File: src/rtl/bfly_pair_buf.sv
// Butterfly operand pairing buffer: the first DEPTH vectors of each 2*DEPTH
// block are stored. Each of the next DEPTH vectors is paired with the stored
// vector DEPTH positions earlier, and the pair is emitted as (x[k], x[k+DEPTH])
// for the add/sub stage.
//
// Ports
//   clk, rst_n            clock, async active-low reset
//   clr                   synchronous block restart (wins over din_valid)
//   din_valid             input vector valid
//   din_re/din_im         input vector, DATA_WIDTH signed lanes of WIDTH bits
//   dout_valid            one-cycle strobe per butterfly pair
//   dout_a_re/dout_a_im   upper operand x[k]
//   dout_b_re/dout_b_im   lower operand x[k+DEPTH]
//   pair_idx              k of the current pair
//   blk_last              marks the final pair of a block (k = DEPTH-1)
module bfly_pair_buf #(
  parameter int unsigned WIDTH      = 10,
  parameter int unsigned DATA_WIDTH = 16,
  parameter int unsigned DEPTH      = 4
) (
  input  logic                     clk,
  input  logic                     rst_n,
  input  logic                     clr,
  input  logic                     din_valid,
  input  logic signed [WIDTH-1:0]  din_re    [0:DATA_WIDTH-1],
  input  logic signed [WIDTH-1:0]  din_im    [0:DATA_WIDTH-1],
  output logic                     dout_valid,
  output logic signed [WIDTH-1:0]  dout_a_re [0:DATA_WIDTH-1],
  output logic signed [WIDTH-1:0]  dout_a_im [0:DATA_WIDTH-1],
  output logic signed [WIDTH-1:0]  dout_b_re [0:DATA_WIDTH-1],
  output logic signed [WIDTH-1:0]  dout_b_im [0:DATA_WIDTH-1],
  output logic [((DEPTH > 1) ? $clog2(DEPTH) : 1)-1:0] pair_idx,
  output logic                     blk_last
);

  localparam int unsigned IDX_W = (DEPTH > 1) ? $clog2(DEPTH) : 1;
  localparam int unsigned CNT_W = $clog2(2 * DEPTH);
  localparam logic [CNT_W-1:0] SLOT_MASK = CNT_W'(DEPTH - 1);
  localparam logic [IDX_W-1:0] LAST_IDX  = IDX_W'(DEPTH - 1);

  // Position within the current block; MSB set means pair phase.
  logic [CNT_W-1:0] cnt;

  logic             accept_c;
  logic             pair_c;
  logic [IDX_W-1:0] slot_c;

  // Half-block storage; contents are always written before being read.
  logic signed [WIDTH-1:0] mem_re [0:DEPTH-1][0:DATA_WIDTH-1];
  logic signed [WIDTH-1:0] mem_im [0:DEPTH-1][0:DATA_WIDTH-1];

  assign accept_c = din_valid & ~clr;
  assign pair_c   = cnt[CNT_W-1];
  // Low bits of cnt give the entry for both phases (DEPTH is a power of two).
  assign slot_c   = IDX_W'(cnt & SLOT_MASK);

  // Fill-phase write. The same entry is read in pair phase before the next
  // block's fill reaches it, so back-to-back blocks need no gap.
  always_ff @(posedge clk) begin
    if (accept_c && !pair_c) begin
      for (int unsigned l = 0; l < DATA_WIDTH; l++) begin
        mem_re[slot_c][l] <= din_re[l];
        mem_im[slot_c][l] <= din_im[l];
      end
    end
  end

  // Block counter.
  always_ff @(posedge clk or negedge rst_n) begin
    if (!rst_n) begin
      cnt <= '0;
    end else if (clr) begin
      cnt <= '0;
    end else if (din_valid) begin
      cnt <= cnt + CNT_W'(1);
    end
  end

  // Strobes: one cycle per pair-phase vector.
  always_ff @(posedge clk or negedge rst_n) begin
    if (!rst_n) begin
      dout_valid <= 1'b0;
      blk_last   <= 1'b0;
    end else begin
      dout_valid <= accept_c & pair_c;
      blk_last   <= accept_c & pair_c & (slot_c == LAST_IDX);
    end
  end

  // Pair registers; they hold their last value between strobes.
  always_ff @(posedge clk or negedge rst_n) begin
    if (!rst_n) begin
      pair_idx <= '0;
      for (int unsigned l = 0; l < DATA_WIDTH; l++) begin
        dout_a_re[l] <= '0;
        dout_a_im[l] <= '0;
        dout_b_re[l] <= '0;
        dout_b_im[l] <= '0;
      end
    end else if (accept_c && pair_c) begin
      pair_idx <= slot_c;
      for (int unsigned l = 0; l < DATA_WIDTH; l++) begin
        dout_a_re[l] <= mem_re[slot_c][l];
        dout_a_im[l] <= mem_im[slot_c][l];
        dout_b_re[l] <= din_re[l];
        dout_b_im[l] <= din_im[l];
      end
    end
  end

endmodule

File: config.mk
export PLATFORM = sky130hd
export DESIGN_NAME = bfly_pair_buf
export DESIGN_NICKNAME = d
export VERILOG_FILES = /design/src/rtl/bfly_pair_buf.sv
export SDC_FILE = /design/constraint.sdc
export NUM_CORES = 2
export LEC_CHECK = 0
export BUFFER_PORTS_ARGS = -buffer_cell sky130_fd_sc_hd__buf_2
export CORE_MARGIN = 2
export CORE_UTILIZATION = 45
export CTS_BUF_LIST = sky130_fd_sc_hd__clkbuf_2
export CTS_CLUSTER_DIAMETER = 40
export DETAILED_ROUTE_END_ITERATION = 16
export PLACE_DENSITY_LB_ADDON = 0.08
export SYNTH_ARGS = -nofsm -noshare
export SYNTH_HDL_FRONTEND = slang
export SYNTH_SLANG_ARGS = --single-unit
File: constraint.sdc
create_clock -name clk -period 19.2 [get_ports clk]
set_input_delay 1.92 -clock clk [delete_from_list [all_inputs] [get_ports clk]]
set_output_delay 1.92 -clock clk [all_outputs]
set_load 0.05 [all_outputs]
**After elaboration in Yosys (flattened, before gate mapping)**

Memory sizes are Yosys's and may differ from the RTL's. A register that Yosys moved wholly into a read port is not among the register bits.
Index checks and enable logic that the tools add are counted.

- $add $sub $neg: 1
- Multiply operators: 0
- Div/mod/pow operators: 0
- Magnitude comparators: 0
- Equality and inequality tests: 1
- Shift operators: 0
- Multiplexer cells: 4
- Bitwise logic cells: 4
- Reductions and logical operators: 6

Operators with widths:

| cell | number |
|---|---|
| $mux W3 | 2 |
| $add A3 B1 Y3 const B | 1 |
| $and A1 B1 Y1 | 3 |
| $logic_not A1 Y1 | 3 |
| $eq A2 B2 Y1 const B | 1 |
| $logic_and A1 B1 Y1 | 2 |
| $mux W1 | 2 |
| $reduce_bool A2 Y1 | 1 |
| $not A1 Y1 | 1 |

- Register bits: 327
- Latch bits: 0
- Memory bits (writable): 1,280
- ROM bits: 0
- Bits of input ports: 324
- Output and inout port bits: 644
- Logic and storage cells: 54
- Memories: 2

Memory list:

| memory | words | bits a word | read ports | clocked after memory_dff | wr ports | line | RTL |
|---|---|---|---|---|---|---|---|
| mem_im | 4 | 160 | 1 | 1 | 1 | 50 | `logic signed [WIDTH-1:0] mem_im [0:DEPTH-1][0:DATA_WIDTH-1];` |
| mem_re | 4 | 160 | 1 | 1 | 1 | 49 | `logic signed [WIDTH-1:0] mem_re [0:DEPTH-1][0:DATA_WIDTH-1];` |

**Logic depth before layout (Yosys ltp)**

- Depth after elaboration: 5
- Depth in mapped cells: 7
- Mapped depth without buffers: 4

**Worst setup path after synthesis**

No wires, ideal clock.

- Kind: input -> register
- Start point: in clr
- End point: mem mem_im[0][0] (netlist name), enable pin
- Library setup time: 0.723 ns
- Data arrival time: 9.485 ns
- Required time: 18.477 ns
- Slack: 8.993 ns
- Stages on the path: 2
- Path buffers: 0
- Path through: nor3b_1 > and2_1

- Longest elaborated chain between the ends: 5

RTL lines:

| item | line | RTL |
|---|---|---|
| start: declaration | 23 | `input logic clr,` |
| $not A1 Y1 | 52 | `assign accept_c = din_valid & ~clr;` |
| $and A1 B1 Y1 | 52 |  |
| $logic_and A1 B1 Y1 | 60 | `if (accept_c && !pair_c) begin` |
| $mux W1 | 60 |  |
| $mux W1 (not written as such) | 63 | `mem_im[slot_c][l] <= din_im[l];` |
| end: declaration | 50 |  |

Every way passes these cells.

**Worst setup path after layout**

- Start point: reg cnt[1]
- End point: mem mem_im[3][155] (netlist name), enable pin

RTL lines:

| item | line | RTL |
|---|---|---|
| start: declaration | 42 | `logic [CNT_W-1:0] cnt;` |
| start signal: assignment | 75 | `cnt <= cnt + CNT_W'(1);` |

No word-level cell before the write port.

==> results.ini <==
[setup_path]
crit_path_end_kind = register
cpMostUsedCell = buf_4
critPathTopFamily = buffers and inverters
regToRegStartpoint = cnt[1]$_DFFE_PN0P_
worstPathCellList = buf_4 -> ha_1 -> and2_4 -> buf_12 -> buf_4 -> buf_4
required_ns = 20.48
r2r_cells = 6
crit_type = register to register
critical_path_peak_fanout = 118
reg2reg_slack_ns = 13.58
crit_buf_inv = 4
startpoint_type = register
regToRegEndpoint = mem_im[3][155]$_DFFE_PP_
critPathSlowestCell = dfrtp_4
max_stage_delay_ns = 0.92
worstPathArrival_ns = 6.89

[route]
firstDrtPassIters = 5
via_per_inst = 5.09
ant_nets = 0
first_iter_violations = 1868
drcViolationCount = 0
drt-wirelength-per-cell_um = 23.9
wirelength_um = 164000
via_count = 35000

[clock_network]
cts_sinks = 1927
cts_tree = built
clk_pin_slew_ns = 0.10
cts_buffers = 492
cts_buffer_depth = 4
hold_buffers = 1
cts_resized = 0
h-tree-depth = 5
clock_latency_ns = 1.78
post-cts-setup-buffer-count = 0
cts_root_buf = clkbuf_2

[timing]
final.setup.tns_ns = 0
rsz0062_at_grt = no
setup_ws_ns = 13.58
worstMarginPinSlew_ns = 1.13
whs_ns = 0.362
fmax_mhz = 178
fin_skew_ns = 0.152
hold_viol = 0
slew_violations = 0
setup_violations = 0
slew_headroom = 0.248
post-route-period-util = 0.293
finalCriticalPeriod_ns = 5.62

[layout]
syn2layout_area_growth_pct = 16.2
final_area_um2 = 81600
final_common_cell = edfxtp_1
drive_above_1_share = 0.580
final_cell_mix = edfxtp_1, buf_2, clkbuf_2
fin_util = 0.528
nets = 4743

[job]
maxCapViolations = 0

[die]
ios = 968
dieArea_um2 = 159000
rows = 144
core_um2 = 154000
start_util = 0.455
die_h_um = 399
die_w_um = 399

[global_route]
grt.overflow.total = 0
grt_pass1_vias = 36600
grt_antenna_before_repair = 13
grt_max_degree = 131
grt_usage = 0.205
grt_pass1_wl_um = 240000

[logic_synthesis]
synth.net_count = 3381
synth_area_um2 = 70200
syn_inst = 3053
avgSynthCellArea_um2 = 23.0
ys_seq_elements = 1927
yosysWarningCount = 0
seq_area_frac_synth = 0.778
synth_cell_types = 20

[place]
gp_congestion = 0.773
io_buffers = 967
hpwl_um = 102000
placed_cell_area_um2 = 77100
detailedPlace.worstSlack_ns = 12.89

[pwr]
power_leakage_nw = 34.2
cellPowerDensity_nw_per_um2 = 109
ir_drop_uv = 70.6

[worst_hold_path]
min_to = mem_re[0][39]$_DFFE_PP_
whs_path_depth = 1
hold_start = din_re[39]
hp-class = input port to register

[status]
outcome = completed

[synth_stat cells]
master / number / area (µm²)
edfxtp_1: 1280 / 38400
buf_4: 42 / 315
xnor2_1: 1 / 8.76
dfrtp_1: 647 / 16200
mux2_2: 642 / 7230
buf_6: 31 / 349
inv_2: 1 / 3.75
buf_2: 39 / 195
clkbuf_1: 12 / 45.0
mux4_2: 320 / 7210
a21oi_1: 1 / 5.00
nor3b_1: 1 / 7.51
nor2_1: 2 / 7.51
a21bo_2: 1 / 10.0
buf_1: 19 / 71.3
inv_1: 2 / 7.51
nand3b_1: 2 / 15.0
and2_1: 5 / 31.3
ha_1: 4 / 50.1
mux2i_1: 1 / 10.0
[metrics by stage]
| step | instances | power (mW) |
|---|---|---|
| 3_3_place_gp | 5964 | 6.30 |
| 2_1_floorplan | 3053 | 5.87 |
| 6_report | 6887 | 8.90 |
| 5_1_grt | 6881 | 9.34 |
| 4_1_cts | 6873 | 9.06 |
| 3_5_place_dp | 5964 | 6.31 |
[metal layers]
| layer | vias up | routed length (µm) | global-route usage |
|---|---|---|---|
| li1 | 15300 | - | - |
| met1 | 18300 | 65800 | 0.257 |
| met3 | 271 | 12900 | 0.0720 |
| met5 | - | 0 | 0 |
| met4 | 0 | 3840 | 0.0673 |
| met2 | 1123 | 82000 | 0.333 |
[cell type report]
| class | instances | area (µm²) |
|---|---|---|
| clock inverters | 115 | 484 |
| well taps | 2044 | 2560 |
| fillers | 12800 | 72800 |
| diodes | 14 | 35.0 |
| flip-flops and latches | 1927 | 54600 |
| repair buffers | 1011 | 5280 |
| multi-input cells | 980 | 14600 |
| inverters | 3 | 18.8 |
| clock buffers | 793 | 3970 |
[registers in the layout, indices dropped and copies added, names as in the netlist]
| signal | count |
|---|---|
| mem_re | 640 |
| dout_b_im | 160 |
| cnt | 3 |
| blk_last | 1 |
| pair_idx | 2 |
| mem_im | 640 |
| dout_valid | 1 |
| dout_a_re | 160 |
| dout_a_im | 160 |
| dout_b_re | 160 |
[kinds of logic after synthesis]
| family | count (synthesis) | share of synthesized area |
|---|---|---|
| compound gates | 2 | 0.000214 |
| xor+xnor | 1 | 0.000125 |
| fa+ha+maj | 4 | 0.000713 |
| buf+inv | 146 | 0.0141 |
| flops | 1927 | 0.778 |
| mux | 963 | 0.206 |
| simple gates | 10 | 0.000873 |
[power by group]
group | switching [mW] | internal, mW | total (mW) | leakage (nW)
clock | 1.61 | 1.10 | 2.71 | 3.54
sequential | 0.105 | 4.68 | 4.79 | 20.5
combinational | 1.00 | 0.400 | 1.40 | 10.1
[worst max-delay path by stage]
stage	from	to	slack [ns]	depth (start not counted)
final	cnt[1]$_DFFE_PN0P_	mem_im[3][155]$_DFFE_PP_	13.58	6
after global routing	cnt[1]$_DFFE_PN0P_	mem_im[3][155]$_DFFE_PP_	13.16	6
after global placement	din_valid	mem_im[0][24]$_DFFE_PP_	12.85	6
after detailed placement	din_valid	mem_im[0][27]$_DFFE_PP_	12.89	6
after floorplan	clr	mem_im[0][0]$_DFFE_PP_	8.99	2
after CTS	cnt[1]$_DFFE_PN0P_	mem_im[3][155]$_DFFE_PP_	13.36	6
No activity file was read; power rests on OpenSTA's default activity.
